$ cat src/rtl/gpio_bank_defines.sv
// Shared register map and bus constants for the GPIO bank array.
// Optional debounce register is enabled with GPIO_DEBOUNCE_EN.
package gpio_bank_defines;

    localparam logic [7:0] GPIO_REG_OE         = 8'h00;
    localparam logic [7:0] GPIO_REG_OUTPUT     = 8'h04;
    localparam logic [7:0] GPIO_REG_INPUT      = 8'h08;
    localparam logic [7:0] GPIO_REG_SET        = 8'h0C;
    localparam logic [7:0] GPIO_REG_CLEAR      = 8'h10;
    localparam logic [7:0] GPIO_REG_TOGGLE     = 8'h14;
    localparam logic [7:0] GPIO_REG_RISE_EN    = 8'h18;
    localparam logic [7:0] GPIO_REG_FALL_EN    = 8'h1C;
    localparam logic [7:0] GPIO_REG_IRQ_STATUS = 8'h20;
    localparam logic [7:0] GPIO_REG_DEBOUNCE   = 8'h24;

    localparam int BANK_LSB = 12;
    localparam int BANK_MSB = 15;

    localparam logic [31:0] UNMAPPED_READ = ~32'b0;

    function automatic logic [31:0] lane_mask(input logic [3:0] be);
        return {{8{be[3]}}, {8{be[2]}}, {8{be[1]}}, {8{be[0]}}};
    endfunction

endpackage

$ cat src/rtl/gpio_bank_channel.sv
// One GPIO bank: registers, input synchroniser, edge interrupts.
// GPIO_DEBOUNCE_EN adds a per-bank sample filter on the input path.
module gpio_bank_channel
    import gpio_bank_defines::*;
#(
    parameter int W = 19
) (
    input  logic         clk,
    input  logic         rst,
    input  logic         sel,
    input  logic         we,
    input  logic         oe,
    input  logic [7:0]   off,
    input  logic [3:0]   be,
    input  logic [31:0]  wdata,
    input  logic [W-1:0] pad,
    output logic         rd_hit,
    output logic [31:0]  rd_data,
    output logic [W-1:0] out_q,
    output logic [W-1:0] oe_q,
    output logic         irq
);

    logic [31:0]  lm;
    logic [31:0]  ld;
    logic [W-1:0] m;
    logic [W-1:0] d;
    logic         wr;
    logic         unused_hi;

    assign lm        = lane_mask(be);
    assign ld        = lm & wdata;
    assign m         = lm[W-1:0];
    assign d         = ld[W-1:0];
    assign wr        = sel & we;
    assign unused_hi = ^{lm, ld};

    logic [W-1:0] rise_en;
    logic [W-1:0] fall_en;
    logic [W-1:0] status;
    logic [W-1:0] sync1;
    logic [W-1:0] sync2;
    logic [W-1:0] prev;
    logic [W-1:0] in_val;
    logic [W-1:0] w1c;
    logic [W-1:0] rise;
    logic [W-1:0] fall;

    assign w1c  = (wr && off == GPIO_REG_IRQ_STATUS) ? d : '0;
    assign rise = in_val & ~prev;
    assign fall = ~in_val & prev;
    assign irq  = |status;

`ifdef GPIO_DEBOUNCE_EN
    logic [7:0]   deb_q;
    logic [7:0]   cnt;
    logic [W-1:0] samp;
    logic [W-1:0] filt;
    logic [W-1:0] eq;
    logic         tick;

    assign tick   = cnt >= deb_q;
    assign eq     = ~(sync2 ^ samp);
    assign in_val = filt;

    // samp holds the value sync2 takes right after a tick; the next
    // tick compares it with sync2 just before that edge
    always_ff @(posedge clk or negedge rst) begin
        if (!rst) begin
            deb_q <= '0;
            cnt   <= '0;
            samp  <= '0;
            filt  <= '0;
        end else begin
            cnt <= tick ? 8'd0 : cnt + 8'd1;
            if (tick) begin
                samp <= sync1;
                filt <= (filt & ~eq) | (sync2 & eq);
            end
            if (wr && off == GPIO_REG_DEBOUNCE)
                deb_q <= (deb_q & ~lm[7:0]) | ld[7:0];
        end
    end
`else
    assign in_val = sync2;
`endif

    always_ff @(posedge clk or negedge rst) begin
        if (!rst) begin
            oe_q    <= '0;
            out_q   <= '0;
            rise_en <= '0;
            fall_en <= '0;
            status  <= '0;
            sync1   <= '0;
            sync2   <= '0;
            prev    <= '0;
        end else begin
            sync1  <= pad;
            sync2  <= sync1;
            prev   <= in_val;
            // a fresh edge wins over a same-cycle clear
            status <= (status & ~w1c) | (rise & rise_en) | (fall & fall_en);
            if (wr) begin
                case (off)
                    GPIO_REG_OE:      oe_q    <= (oe_q & ~m) | d;
                    GPIO_REG_OUTPUT:  out_q   <= (out_q & ~m) | d;
                    GPIO_REG_SET:     out_q   <= out_q | d;
                    GPIO_REG_CLEAR:   out_q   <= out_q & ~d;
                    GPIO_REG_TOGGLE:  out_q   <= out_q ^ d;
                    GPIO_REG_RISE_EN: rise_en <= (rise_en & ~m) | d;
                    GPIO_REG_FALL_EN: fall_en <= (fall_en & ~m) | d;
                    default: ;
                endcase
            end
        end
    end

    logic valid;

    always_comb begin
        rd_data = '0;
        valid   = 1'b1;
        case (off)
            GPIO_REG_OE:         rd_data = 32'(oe_q);
            GPIO_REG_OUTPUT:     rd_data = 32'(out_q);
            GPIO_REG_INPUT:      rd_data = 32'(in_val);
            GPIO_REG_SET:        rd_data = '0;
            GPIO_REG_CLEAR:      rd_data = '0;
            GPIO_REG_TOGGLE:     rd_data = '0;
            GPIO_REG_RISE_EN:    rd_data = 32'(rise_en);
            GPIO_REG_FALL_EN:    rd_data = 32'(fall_en);
            GPIO_REG_IRQ_STATUS: rd_data = 32'(status);
`ifdef GPIO_DEBOUNCE_EN
            GPIO_REG_DEBOUNCE:   rd_data = {24'b0, deb_q};
`endif
            default:             valid   = 1'b0;
        endcase
    end

    assign rd_hit = sel & oe & valid;

endmodule

$ cat src/rtl/gpio_bank_array.sv
// BANK_COUNT GPIO banks behind one peripheral-bus slot, bank 0 at LSBs.
// Define GPIO_DEBOUNCE_EN to add the per-bank input debounce filter.
module gpio_bank_array
    import gpio_bank_defines::*;
#(
    parameter logic [7:0] ID         = 8'h03,
    parameter int         BANK_COUNT = 2,
    parameter int         BANK_WIDTH = 19
) (
    input  logic                             clk,
    input  logic                             rst,
    input  logic                             peripheralBus_we,
    input  logic                             peripheralBus_oe,
    output logic                             peripheralBus_busy,
    input  logic [23:0]                      peripheralBus_address,
    input  logic [3:0]                       peripheralBus_byteSelect,
    input  logic [31:0]                      peripheralBus_dataWrite,
    output logic [31:0]                      peripheralBus_dataRead,
    output logic                             requestOutput,
    input  logic [BANK_COUNT*BANK_WIDTH-1:0] gpio_input,
    output logic [BANK_COUNT*BANK_WIDTH-1:0] gpio_output,
    output logic [BANK_COUNT*BANK_WIDTH-1:0] gpio_oe,
    output logic                             irq,
    output logic [BANK_COUNT-1:0]            irq_bank
);

    logic                  id_hit;
    logic                  unused_addr;
    logic [BANK_COUNT-1:0] hit;
    logic [31:0]           bank_rd [BANK_COUNT];

    assign id_hit      = peripheralBus_address[23:16] == ID;
    assign unused_addr = ^peripheralBus_address[11:8];

    for (genvar b = 0; b < BANK_COUNT; b++) begin : g_bank
        logic sel;

        assign sel = id_hit &&
            (peripheralBus_address[BANK_MSB:BANK_LSB] == 4'(b + 1));

        gpio_bank_channel #(
            .W(BANK_WIDTH)
        ) u_chan (
            .clk    (clk),
            .rst    (rst),
            .sel    (sel),
            .we     (peripheralBus_we),
            .oe     (peripheralBus_oe),
            .off    (peripheralBus_address[7:0]),
            .be     (peripheralBus_byteSelect),
            .wdata  (peripheralBus_dataWrite),
            .pad    (gpio_input[b*BANK_WIDTH +: BANK_WIDTH]),
            .rd_hit (hit[b]),
            .rd_data(bank_rd[b]),
            .out_q  (gpio_output[b*BANK_WIDTH +: BANK_WIDTH]),
            .oe_q   (gpio_oe[b*BANK_WIDTH +: BANK_WIDTH]),
            .irq    (irq_bank[b])
        );
    end

    // lowest bank wins, so walk from the top down
    always_comb begin
        peripheralBus_dataRead = UNMAPPED_READ;
        for (int b = BANK_COUNT - 1; b >= 0; b--) begin
            if (hit[b])
                peripheralBus_dataRead = bank_rd[b];
        end
    end

    assign requestOutput      = |hit;
    assign peripheralBus_busy = 1'b0;
    assign irq                = |irq_bank;

endmodule
$ cat config.mk
export PLATFORM = sky130hd
export DESIGN_NAME = gpio_bank_array
export DESIGN_NICKNAME = d
export VERILOG_FILES = /design/src/rtl/gpio_bank_defines.sv /design/src/rtl/gpio_bank_channel.sv /design/src/rtl/gpio_bank_array.sv
export SDC_FILE = /design/constraint.sdc
export NUM_CORES = 1
export LEC_CHECK = 0
export CORE_MARGIN = 3
export CORE_UTILIZATION = 55
export DETAILED_ROUTE_END_ITERATION = 7
export PLACE_DENSITY_LB_ADDON = 0.2
export SYNTH_ARGS = -nofsm -noshare
export SYNTH_HDL_FRONTEND = slang
export SYNTH_SLANG_ARGS = --single-unit
$ cat constraint.sdc
create_clock -name clk -period 4 [get_ports clk]
set_input_delay 0.6 -clock clk [delete_from_list [all_inputs] [get_ports clk]]
set_output_delay 0.6 -clock clk [all_outputs]
set_load 0.03 [all_outputs]
==> results.py, run 1 <==
metrics = {
    "timing": {
        "rsz0062_at_grt": "no",
        "tightestPinTransition_ns": 1.32,
        "setup_viol": 0,
        "finalSetupTns_ns": 0,
        "setup_slack_ns": 0.0352,
        "skew_ns": 0.0220,
        "slew_headroom_pct": 11.5,
        "fmax_mhz": 252,
        "period_share_pct": 99.1,
        "maxSlewViolCount": 0,
        "whs_ns": 0.0709,
        "hold_viol_final": 0,
        "fin_crit_ns": 3.96,
    },
    "route": {
        "firstDrtPassIters": 5,
        "wl_met1_um": 18500,
        "wl_um": 46100,
        "drt_iter0_drc": 1494,
        "top_layer": "met4",
        "dr_wl_met3_um": 5480,
        "vias_per_cell": 6.77,
        "wl_per_cell_um": 25.5,
        "vias": 12300,
        "dr_wl_met2_um": 20400,
        "ant_nets": 0,
        "drc_errors": 0,
    },
    "worst_setup_path": {
        "cp.required_ns": 3.40,
        "start_kind": "flop",
        "critPathCaptureType": "output pin",
        "r2r.worst_path.cells": 4,
        "cp_max_fo": 3,
        "path_class": "flop to output pin",
        "r2r_slack_ns": 2.46,
        "r2r-start": "g_bank[1].u_chan.out_q[1]$_DFFE_PN0P_",
        "reg2reg_to": "g_bank[1].u_chan.out_q[1]$_DFFE_PN0P_",
        "arrival_ns": 3.36,
    },
    "cells_and_area": {
        "multi_input_area_um2": 6440,
        "area_delta_synth_final_pct": 24.0,
        "fin_cells": 1810,
        "ff_latch_area_um2": 7610,
        "final_area_um2": 18200,
        "fill_cells": 1948,
        "drive_gt1_share_pct": 18.9,
        "final_nets": 1590,
        "final_core_util_pct": 69.8,
    },
    "yosys": {
        "syn_area_um2": 14700,
        "synth_edf_count": 0,
        "syn_nets": 1412,
        "synth_fa_ha_area_share_pct": 3.23,
        "avgSynthCellArea_um2": 11.6,
        "synth_top_family_by_area": "compound AO/OA/AOI/OAI gates",
        "netlist.area_leader.share_pct": 51.7,
        "ys_top_cells_by_area": "dfrtp_1, mux2_2, o211ai_1",
        "synth_largest_area_cell": "dfrtp_1",
        "muxShareOfSynthArea_pct": 9.01,
        "ys_types": 59,
        "synth_warnings": 0,
        "yosys.area_share.xor_xnor_pct": 0,
        "seq_area_frac_synth_pct": 51.7,
        "yosys.area_share.simple_pct": 13.7,
        "syn_inst": 1272,
        "ys.flop_type": "dfrtp_1",
        "async_flop_share_pct": 100,
        "synth-seq-cells": 304,
        "synth-compound-area-share_pct": 17.7,
    },
    "clock_tree": {
        "clk_pin_slew_worst_paths_ns": 0.06,
        "clockBufferDepth": 3,
        "cts_tree": "built",
        "post_cts_resized": 0,
        "cts_buffers": 34,
        "worstSkewPairLatency_ns": 0.53,
        "clock-sinks": 304,
        "cts_setup_buffers": 0,
        "cts-root-buf": "clkbuf_16",
        "cts_hold_buf": 0,
        "h-tree-depth": 2,
    },
    "floorplan": {
        "dieArea_um2": 28700,
        "initial_core_util_pct": 56.3,
        "num_rows": 59,
        "ioPinCount": 215,
        "die_width_um": 170,
        "core_um2": 26100,
        "die_h_um": 170,
    },
    "global_route": {
        "grt_pass1_wl_um": 70800,
        "grt_overflow": 0,
        "grt_pass1_vias": 12000,
        "antenna_found_initial": 0,
        "grt_max_degree": 95,
        "grt.total_usage_pct": 31.8,
    },
    "pwr": {
        "p_per_area_nw_per_um2": 372,
        "clkPwrFrac_pct": 47.7,
        "power_leakage_nw": 7.63,
        "swShare_pct": 23.0,
        "ir_drop_uv": 261,
        "fin_total_pwr_mw": 6.79,
        "switchingPower_mw": 1.56,
        "p_comb_share_pct": 5.5,
        "seqPwrFrac_pct": 46.7,
        "p_int_mw": 5.23,
    },
    "placed_design": {
        "place_area_um2": 17100,
        "port_buffers": 195,
        "dp_slack_ns": 0.332,
        "place.gp.congestion": 0.922,
        "dp_hpwl_um": 30300,
        "placed_cells": 1749,
    },
    "worst_hold_path": {
        "hold_path.class": "input port to async pin",
    },
    "job": {
        "cap_violations": 0,
    },
    "outcome": {
        "status": "complete, no violations",
    },
}
-- per-layer routing --
metal / GRT usage [%] / up-vias
met5: 0 / -
met3: 7.83 / 127
met1: 45.7 / 6037
met2: 46.7 / 820
li1: - / 5272
met4: 13.3 / 0
-- layout make-up --
type                       instances  share of cell area [%]
multi-input combinational        820                    35.3
clock inverter                    16                    1.23
sequential                       304                    41.7
antenna                            1                  0.0137
clock buffer                      44                    5.21
tap                              335                    2.30
timing repair buffer             252                    13.4
inverter                          38                   0.782
-- synth_stat cells, drive strengths merged, types with 2 or more instances --
master,instances
o311a,2
nor2b,7
o211ai,66
and4,4
buf,56
and3,45
dfrtp,304
nor4,13
and4bb,2
a21oi,21
or4,3
and2,2
nor3,70
ha,38
o21ai,41
nand2b,2
inv,38
o22ai,9
nand4,6
a221o,18
nand2,69
a22o,16
mux2,115
or2,2
o32a,19
nand3b,39
o311ai,39
nand3,26
a22oi,63
a211oi,4
nor4b,6
mux2i,3
clkbuf,54
or4b,2
o41ai,38
nor2,22
-- cell usage in the layout (no fill, tap or decap), types with 35 or more instances in the layout --
master / netlist / final
o311ai_0: 39 / 39
buf_4: 17 / 68
inv_1: 38 / 38
clkbuf_16: 0 / 35
nor3_1: 52 / 51
and3_1: 45 / 45
nand2_1: 66 / 66
clkdlybuf4s50_1: 0 / 174
o41ai_1: 38 / 38
a22oi_1: 63 / 63
dfrtp_1: 304 / 304
ha_1: 38 / 38
o21ai_0: 35 / 35
nand3b_1: 39 / 39
mux2_2: 111 / 111
o211ai_1: 66 / 66
-- cells by family after synthesis --
family	count (synthesis)
flops	304
compound gates	340
buf+inv	148
simple gates	323
mux	118
other cells	1
fa+ha+maj	38
-- worst max path at each step --
stage | startpoint | to | slack [ns] | cells after the start
after floorplan | peripheralBus_address[7] | peripheralBus_dataRead[0] | 1.04 | 7
after global placement | peripheralBus_address[3] | peripheralBus_dataRead[1] | 0.37 | 8
after detailed placement | peripheralBus_address[3] | peripheralBus_dataRead[30] | 0.33 | 6
after CTS | g_bank[0].u_chan.status[6]$_DFF_PN0_ | irq | 0.08 | 5
after global routing | g_bank[0].u_chan.status[6]$_DFF_PN0_ | irq | 0.002 | 5
final | g_bank[0].u_chan.status[6]$_DFF_PN0_ | irq | 0.04 | 5
-- worst max-delay path, cell delays in order (launching register included) --
cell and delay [ns]:
dfrtp_1 0.42, nor4_1 0.74, nand4_1 0.27, or4_1 0.52, or2_2 0.32, clkdlybuf4s50_1 0.59
-- power groups by stage --
stage          Clock [mW]  Combinational, mW  Sequential (mW)
2_1_floorplan           0              0.133             3.21
3_3_place_gp            0              0.361             3.22
3_5_place_dp            0              0.368             3.23
4_1_cts              3.28              0.371             3.17
5_1_grt              3.43              0.407             3.18
6_report             3.24              0.376             3.17
(Power assumes the default switching activity.)
==> run 2, diff against run 1 <==
--- a/config.mk
+++ b/config.mk
@@ -12,3 +12,4 @@
 export SYNTH_ARGS = -nofsm -noshare
 export SYNTH_HDL_FRONTEND = slang
 export SYNTH_SLANG_ARGS = --single-unit
+export TNS_END_PERCENT = 20
==> results of run 2 <==
No change in the layout: final DEF, timing and power equal those of run 1.
